<file path="src/rtl/bounce_position_pkg.sv">
// Shared types for the bounce_position block: sweep direction, control states, default span.
package babel_pkg;

   typedef enum logic {
      LEFT  = 1'b0,
      RIGHT = 1'b1
   } dir_t;

   typedef enum logic [1:0] {
      IDLE = 2'd0,
      MOVE = 2'd1,
      HOLD = 2'd2
   } state_t;

   localparam int DEFAULT_SPAN = 104;

endpackage

</file>
<file path="src/rtl/bounce_position_if.sv">
// Control/handshake bundle between the input FSM, bounce_position and the stacking logic.
// drop_valid/drop_ready: the block raises drop_valid with drop_pos and holds both stable until
// the cycle drop_valid & drop_ready is seen at posedge clk; that cycle completes the transfer.
interface bounce_position_if #(
   parameter int POS_W  = 8,
   parameter int STEP_W = 3,
   parameter int DIV_W  = 4
);
   import babel_pkg::*;

   logic              sync;
   logic              enable;
   logic              restart;
   logic [POS_W-1:0]  span_max;
   logic [STEP_W-1:0] step;
   logic [DIV_W-1:0]  div;
   logic              drop_req;
   logic              drop_ready;
   logic [POS_W-1:0]  curr_pos;
   logic              dir;
   logic              moving;
   logic              drop_valid;
   logic [POS_W-1:0]  drop_pos;
   state_t            dbg_state;

   modport master (
      output sync, enable, restart, span_max, step, div, drop_req, drop_ready,
      input  curr_pos, dir, moving, drop_valid, drop_pos, dbg_state
   );

   modport slave (
      input  sync, enable, restart, span_max, step, div, drop_req, drop_ready,
      output curr_pos, dir, moving, drop_valid, drop_pos, dbg_state
   );

endinterface

</file>
<file path="src/rtl/bounce_position_tick_divider.sv">
// Counts qualified sync pulses and emits a one-cycle move pulse every term+1 of them.
module tick_divider #(
   parameter int DIV_W = 4
) (
   input  logic             clk,
   input  logic             resetn,
   input  logic             sync,
   input  logic             enable,
   input  logic             clear,
   input  logic [DIV_W-1:0] term,
   output logic             move
);

   logic [DIV_W-1:0] count_q, count_d;
   logic             qual;

   assign qual = sync & enable;
   // >= so a terminal count lowered below the running count still fires promptly.
   assign move = qual & (count_q >= term);

   always_comb begin
      count_d = count_q;
      if (clear) begin
         count_d = '0;
      end else if (move) begin
         count_d = '0;
      end else if (qual) begin
         count_d = count_q + 1'b1;
      end
   end

   always_ff @(posedge clk) begin
      if (!resetn) begin
         count_q <= '0;
      end else begin
         count_q <= count_d;
      end
   end

endmodule

</file>
<file path="src/rtl/bounce_position.sv">
// Bouncing block coordinate with drop capture handshake.
// Optional BOUNCE_SPEED_RAMP_EN: each completed drop shortens the move interval (saturating).
module bounce_position
   import babel_pkg::*;
#(
   parameter int POS_W  = 8,
   parameter int STEP_W = 3,
   parameter int DIV_W  = 4
) (
   input  logic              clk,
   input  logic              resetn,
   bounce_position_if.slave  bus
);

   state_t           state_q, state_d;
   logic [POS_W-1:0] pos_q, pos_d;
   dir_t             dir_q, dir_d;
   logic             drop_valid_q, drop_valid_d;
   logic [POS_W-1:0] drop_pos_q, drop_pos_d;
   logic             clear_div;
   logic             move;
   logic [DIV_W-1:0] eff_div;

   logic [POS_W-1:0] step_n;
   logic [POS_W:0]   pos_ext, step_ext, span_ext, sum;
   logic [POS_W-1:0] diff;
   logic [POS_W-1:0] step_pos;
   dir_t             step_dir;

`ifdef BOUNCE_SPEED_RAMP_EN
   logic [DIV_W-1:0] ramp_q, ramp_d;
   assign eff_div = (bus.div > ramp_q) ? (bus.div - ramp_q) : '0;
`else
   assign eff_div = bus.div;
`endif

   tick_divider #(.DIV_W(DIV_W)) u_div (
      .clk    (clk),
      .resetn (resetn),
      .sync   (bus.sync),
      .enable (bus.enable & (state_q == MOVE)),
      .clear  (clear_div),
      .term   (eff_div),
      .move   (move)
   );

   assign step_n   = {{(POS_W-STEP_W){1'b0}}, bus.step};
   assign pos_ext  = {1'b0, pos_q};
   assign step_ext = {1'b0, step_n};
   assign span_ext = {1'b0, bus.span_max};
   assign sum      = pos_ext + step_ext;
   assign diff     = pos_q - step_n;

   // Candidate position for a move pulse; the extra sum bit keeps the bound test wrap-free.
   always_comb begin
      step_pos = pos_q;
      step_dir = dir_q;
      if (bus.span_max == '0) begin
         step_pos = '0;
         step_dir = RIGHT;
      end else if (bus.step != '0) begin
         if (pos_ext > span_ext) begin
            step_pos = bus.span_max;
            step_dir = LEFT;
         end else if (dir_q == RIGHT) begin
            if (sum >= span_ext) begin
               step_pos = bus.span_max;
               step_dir = LEFT;
            end else begin
               step_pos = sum[POS_W-1:0];
            end
         end else if (pos_ext <= step_ext) begin
            step_pos = '0;
            step_dir = RIGHT;
         end else begin
            step_pos = diff;
         end
      end
   end

   always_comb begin
      state_d      = state_q;
      pos_d        = pos_q;
      dir_d        = dir_q;
      drop_valid_d = drop_valid_q;
      drop_pos_d   = drop_pos_q;
      clear_div    = 1'b0;
`ifdef BOUNCE_SPEED_RAMP_EN
      ramp_d       = ramp_q;
`endif
      case (state_q)
         IDLE: begin
            if (bus.restart) begin
               state_d   = MOVE;
               pos_d     = '0;
               dir_d     = RIGHT;
               clear_div = 1'b1;
            end
         end
         MOVE: begin
            // Drop wins over restart and over a move pulse in the same cycle.
            if (bus.drop_req) begin
               state_d      = HOLD;
               drop_pos_d   = pos_q;
               drop_valid_d = 1'b1;
            end else if (bus.restart) begin
               pos_d     = '0;
               dir_d     = RIGHT;
               clear_div = 1'b1;
            end else if (move) begin
               pos_d = step_pos;
               dir_d = step_dir;
            end
         end
         HOLD: begin
            if (bus.drop_ready) begin
               state_d      = IDLE;
               drop_valid_d = 1'b0;
`ifdef BOUNCE_SPEED_RAMP_EN
               if (ramp_q != {DIV_W{1'b1}}) ramp_d = ramp_q + 1'b1;
`endif
            end
         end
         default: begin
            state_d = IDLE;
         end
      endcase
   end

   always_ff @(posedge clk) begin
      if (!resetn) begin
         state_q      <= IDLE;
         pos_q        <= '0;
         dir_q        <= RIGHT;
         drop_valid_q <= 1'b0;
         drop_pos_q   <= '0;
`ifdef BOUNCE_SPEED_RAMP_EN
         ramp_q       <= '0;
`endif
      end else begin
         state_q      <= state_d;
         pos_q        <= pos_d;
         dir_q        <= dir_d;
         drop_valid_q <= drop_valid_d;
         drop_pos_q   <= drop_pos_d;
`ifdef BOUNCE_SPEED_RAMP_EN
         ramp_q       <= ramp_d;
`endif
      end
   end

   assign bus.curr_pos   = pos_q;
   assign bus.dir        = dir_q;
   assign bus.moving     = (state_q == MOVE);
   assign bus.drop_valid = drop_valid_q;
   assign bus.drop_pos   = drop_pos_q;
   assign bus.dbg_state  = state_q;

endmodule

</file>
<file path="src/flat_wrapper.sv">
// flat-port wrapper written by rule: the top's interface ports become plain ports
module bounce_position_flat import babel_pkg::*;
#(
   parameter int POS_W  = 8,
   parameter int STEP_W = 3,
   parameter int DIV_W  = 4
)
  (clk, resetn, bus_sync, bus_enable, bus_restart, bus_span_max, bus_step, bus_div, bus_drop_req, bus_drop_ready, bus_curr_pos, bus_dir, bus_moving, bus_drop_valid, bus_drop_pos, bus_dbg_state);
  bounce_position_if #(.POS_W(POS_W), .STEP_W(STEP_W), .DIV_W(DIV_W)) bus_i ();
  input  logic clk;
  input  logic resetn;
  input wire logic [$bits(bus_i.sync)-1:0] bus_sync;
  input wire logic [$bits(bus_i.enable)-1:0] bus_enable;
  input wire logic [$bits(bus_i.restart)-1:0] bus_restart;
  input wire logic [$bits(bus_i.span_max)-1:0] bus_span_max;
  input wire logic [$bits(bus_i.step)-1:0] bus_step;
  input wire logic [$bits(bus_i.div)-1:0] bus_div;
  input wire logic [$bits(bus_i.drop_req)-1:0] bus_drop_req;
  input wire logic [$bits(bus_i.drop_ready)-1:0] bus_drop_ready;
  output wire logic [$bits(bus_i.curr_pos)-1:0] bus_curr_pos;
  output wire logic [$bits(bus_i.dir)-1:0] bus_dir;
  output wire logic [$bits(bus_i.moving)-1:0] bus_moving;
  output wire logic [$bits(bus_i.drop_valid)-1:0] bus_drop_valid;
  output wire logic [$bits(bus_i.drop_pos)-1:0] bus_drop_pos;
  output wire logic [$bits(bus_i.dbg_state)-1:0] bus_dbg_state;
  assign bus_i.sync = bus_sync;
  assign bus_i.enable = bus_enable;
  assign bus_i.restart = bus_restart;
  assign bus_i.span_max = bus_span_max;
  assign bus_i.step = bus_step;
  assign bus_i.div = bus_div;
  assign bus_i.drop_req = bus_drop_req;
  assign bus_i.drop_ready = bus_drop_ready;
  assign bus_curr_pos = bus_i.curr_pos;
  assign bus_dir = bus_i.dir;
  assign bus_moving = bus_i.moving;
  assign bus_drop_valid = bus_i.drop_valid;
  assign bus_drop_pos = bus_i.drop_pos;
  assign bus_dbg_state = bus_i.dbg_state;
  bounce_position #(.POS_W(POS_W), .STEP_W(STEP_W), .DIV_W(DIV_W)) u_core (.clk(clk), .resetn(resetn), .bus(bus_i));
endmodule
</file>
<file path="config.mk">
export PLATFORM = sky130hd
export DESIGN_NAME = bounce_position_flat
export DESIGN_NICKNAME = d
export VERILOG_FILES = /design/src/rtl/bounce_position_pkg.sv /design/src/rtl/bounce_position_if.sv /design/src/rtl/bounce_position_tick_divider.sv /design/src/rtl/bounce_position.sv /design/src/flat_wrapper.sv
export SDC_FILE = /design/constraint.sdc
export NUM_CORES = 1
export LEC_CHECK = 0
export CAP_MARGIN = 20
export CELL_PAD_IN_SITES_DETAIL_PLACEMENT = 1
export CELL_PAD_IN_SITES_GLOBAL_PLACEMENT = 2
export CORE_ASPECT_RATIO = 1.5
export CORE_MARGIN = 1.5
export CORE_UTILIZATION = 39
export CTS_BUF_LIST = sky130_fd_sc_hd__clkbuf_8
export CTS_CLUSTER_DIAMETER = 120
export DETAILED_ROUTE_END_ITERATION = 16
export DONT_BUFFER_PORTS = 1
export PLACE_DENSITY_LB_ADDON = 0.1
export SYNTH_ARGS = -nofsm -noshare
export SYNTH_HDL_FRONTEND = slang
export SYNTH_SLANG_ARGS = --single-unit
</file>
<file path="constraint.sdc">
create_clock -name clk -period 3.9 [get_ports clk]
set_input_delay 0.39 -clock clk [delete_from_list [all_inputs] [get_ports clk]]
set_output_delay 0.39 -clock clk [all_outputs]
set_load 0.03 [all_outputs]
</file>
==> impl_metrics.csv <==
group,metric,value,unit
run_status,outcome,"complete, no violations",
yosys,synth.top_cell.area_share,0.221,
worst_setup_path,critical_path_class,"reg -> reg",
hold_path,hold_path_class,"in -> reg",
worst_setup_path,path_buf_inv,2,
yosys,synth_area_leaders,"dfxtp_1 22%, ha_1 17%, a21oi_1 6.2%",
timing,tightest_slew,0.643,ns
clock_tree,clockRootBuffer,"clkbuf_8",
timing,slew_headroom,0.571,
timing,rsz0062_at_grt,"false",
power,vdd_drop_max,0.175,mV
detailed_routing,vias,1931,
yosys,synth_compound_area_frac,0.222,
yosys,synth_xor_area_frac,0.0565,
detailed_routing,drc,0,
finish,num_antenna_cells,0,
clock_tree,cts_tree,"done",
timing,setup-tns-final,0,ns
die,ioPinCount,43,
place,post-place-ws,0.395,ns
detailed_routing,dr.pass1.iters,4,
timing,hold_viol,0,
yosys,ys_ff_latch,24,
detailed_routing,post_drt_via_cell_ratio,5.70,
clock_tree,clk_pin_slew_worst_paths,0.10,ns
clock_tree,cts_made_buffers,3,
clock_tree,cts_max_path_buffers,2,
yosys,synth_edf_count,0,
detailed_routing,avgRoutedWirePerCell,18.8,microns
global_routing,overflow,0,
yosys,synth-simple-area-share,0.227,
global_routing,grt_pass1_wl,10.3,mm
worst_setup_path,slowest_delay,0.46,ns
place,gp_congestion,0.858,
yosys,ys.flop_type,"dfxtp_1",
place,dpl.hpwl,5.28,mm
die,core,0.00541,sq mm
die,die_w,63.9,microns
global_routing,grt_pass1_vias,2051,
clock_tree,cts_resized,0,
finish,area_growth,8.13,%
yosys,synthMuxAreaShare,0.00922,
clock_tree,clk_latency,0.28,ns
yosys,synth_top_family_by_area,"simple AND/OR/NAND/NOR gates",
detailed_routing,first_iter_violations,48,
timing,fin_crit_sh,0.906,
finish,drive_gt1_frac,0.115,
die,rows,33,
die,die_area,0.00603,sq mm
clock_tree,cts_setup_buffers,0,
worst_setup_path,worstPathRequired,4.07,ns
timing,fmax,283,MHz
timing,slew_viol_final,0,
power,leakagePower,1.05,nW
finish,fillers,691,
timing,fin_skew,0.00506,ns
die,die_h,94.4,microns
yosys,synth_nets,319,
worst_setup_path,path_delay_family,"compound AO/OA/AOI/OAI gates",
yosys,synth_largest_area_cell,"dfxtp_1",
yosys,ys_seq_area_frac,0.221,
timing,period_minus_slack,3.54,ns
power,p_per_area,256,mW/mm^2
clock_tree,cts.sinks,24,
yosys,yosysWarnings,0,
global_routing,grt.total_usage,0.223,
worst_setup_path,cp-start-kind,"flip-flop",
clock_tree,cts_hold_buf,0,
global_routing,antenna_found_initial,0,
clock_tree,cts_htree_levels,1,
detailed_routing,ant_nets,0,
place,portBuffers,0,
worst_setup_path,critPathMaxFanout,5,
worst_setup_path,endpoint_kind,"flip-flop",
yosys,synthAdderAreaFrac,0.191,
run,max_cap_violations,0,
yosys,synth_cell_type_count,51,
global_routing,grt_max_degree,15,
yosys,netlist_area,0.00217,sq mm
timing,worst_slack,0.365,ns
yosys,syn_avg_cell_area,8.19,sq um
timing,finalSetupViolations,0,
yosys,synthArstFlopShare,0,
worst_setup_path,path_cells,"buf_4 -> fa_1 -> nor2b_1 -> o2111a_1 -> xor2_1 -> ha_1 -> and3_4 -> a221o_1 -> a31oi_2 -> buf_4 -> a21oi_2 -> a41o_1 -> a221o_1",
worst_setup_path,crit_slowest_cell,"fa_1",
detailed_routing,wl,6.36,mm
finish,fin_nets,324,
yosys,syn_inst,265,
worst_setup_path,crit_arrival,3.71,ns
die,start_util,0.401,
-- state kept, by name, summed over array words and instances, names as in the netlist --
signal,flops
u_core.bus.dir,1
u_core.bus.curr_pos,8
u_core.u_div.count_q,4
u_core.bus.dbg_state,2
u_core.bus.drop_pos,8
u_core.bus.drop_valid,1
-- cells in the mapped netlist, types with 2 or more instances --
cell type  number
ha_1           30
inv_1          25
nand4_1         8
a21o_1          5
o221ai_1        3
nor2b_1         8
nand2_1        35
a21oi_2         2
a221o_1         7
and2_1          2
fa_1            2
xor2_1          8
nor3_1          5
mux2i_1         2
nand2b_1        3
clkbuf_1        4
buf_2           4
dfxtp_1        24
nor2_1          7
nand3_1         7
o21ai_0         6
nor4_1          3
a21oi_1        27
xnor2_1         6
buf_6           2
nand3b_1        2
or2_2           3
o21ai_1         2
-- worst paths after layout --
check / startpoint / endpoint / slack [ns] / cells past startpoint
max reg2reg: u_core.bus.curr_pos[1] / u_core.bus.curr_pos[2] / 0.36 / 13
min reg2reg: u_core.u_div.count_q[3] / u_core.u_div.count_q[3] / 0.53 / 2
min: bus_span_max[5] / u_core.bus.curr_pos[5] / 0.24 / 1
max: u_core.bus.curr_pos[1] / u_core.bus.curr_pos[2] / 0.36 / 13
-- layout make-up --
| type | count | area [sq um] | area share |
|---|---|---|---|
| clock inverters | 1 | 30.0 | 0.0128 |
| well taps | 70 | 87.6 | 0.0373 |
| repair buffers | 11 | 82.6 | 0.0352 |
| multi-input cells | 205 | 1530 | 0.652 |
| clock buffers | 3 | 41.3 | 0.0176 |
| inverters | 25 | 93.8 | 0.0400 |
| flip-flops and latches | 24 | 480 | 0.205 |
-- power breakdown --
group / internal (mW) / switching, mW
clock network: 0.138 / 0.0945
registers: 0.250 / 0.0140
logic: 0.0396 / 0.0660
-- layer usage --
metal  share of wire  global-route usage  up-vias  routed length (microns)
li1                -                   -      947                        -
met3           0.046              0.0334       11                      291
met5               0                   0        -                        0
met4           0.023              0.0870        0                      145
met1            0.38               0.234      922                     2390
met2            0.56               0.435       51                     3530
-- cells by family (layout without fill, tap and decap cells) --
logic type / Yosys count / after routing
AO/OA/AOI/OAI: 67 / 67
XOR/XNOR: 14 / 14
adder cells (fa/ha/maj): 32 / 32
buffers and inverters: 36 / 40
flip-flops: 24 / 24
multiplexers: 2 / 2
AND/OR/NAND/NOR: 90 / 90
-- through the flow --
| stage | total power, mW | std cells | utilization | hold slack (ns) | cell area, sq um |
|---|---|---|---|---|---|
| floorplan | 0.354 | 265 | - | 0.483 | 2170 |
| global placement | 0.375 | 335 | 0.421 | 0.497 | 2280 |
| detailed placement | 0.377 | 335 | 0.421 | 0.511 | 2280 |
| CTS | 0.612 | 339 | 0.434 | 0.238 | 2350 |
| global route | 0.634 | 339 | 0.434 | 0.230 | 2350 |
| finish | 0.602 | 339 | 0.434 | 0.241 | 2350 |
-- cell usage in the layout, fill, tap and decap left out, types with 5 or more instances in the layout --
master	synthesis	routed
nand2_1	35	35
ha_1	30	30
a21oi_1	27	27
inv_1	25	25
dfxtp_1	24	24
buf_4	1	11
nor2b_1	8	8
xor2_1	8	8
nand4_1	8	8
nor2_1	7	7
nand3_1	7	7
a221o_1	7	7
xnor2_1	6	6
o21ai_0	6	6
nor3_1	5	5
a21o_1	5	5
-- worst reg2reg max path, delay by kind of cell, from the launching register on --
family          cells  cell delay (ns)
buf+inv             2             0.39
fa+ha+maj           2             0.74
flops               1             0.36
compound gates      6             1.38
simple gates        2             0.37
xor+xnor            1             0.20
No activity file was read; power rests on OpenSTA's default activity.
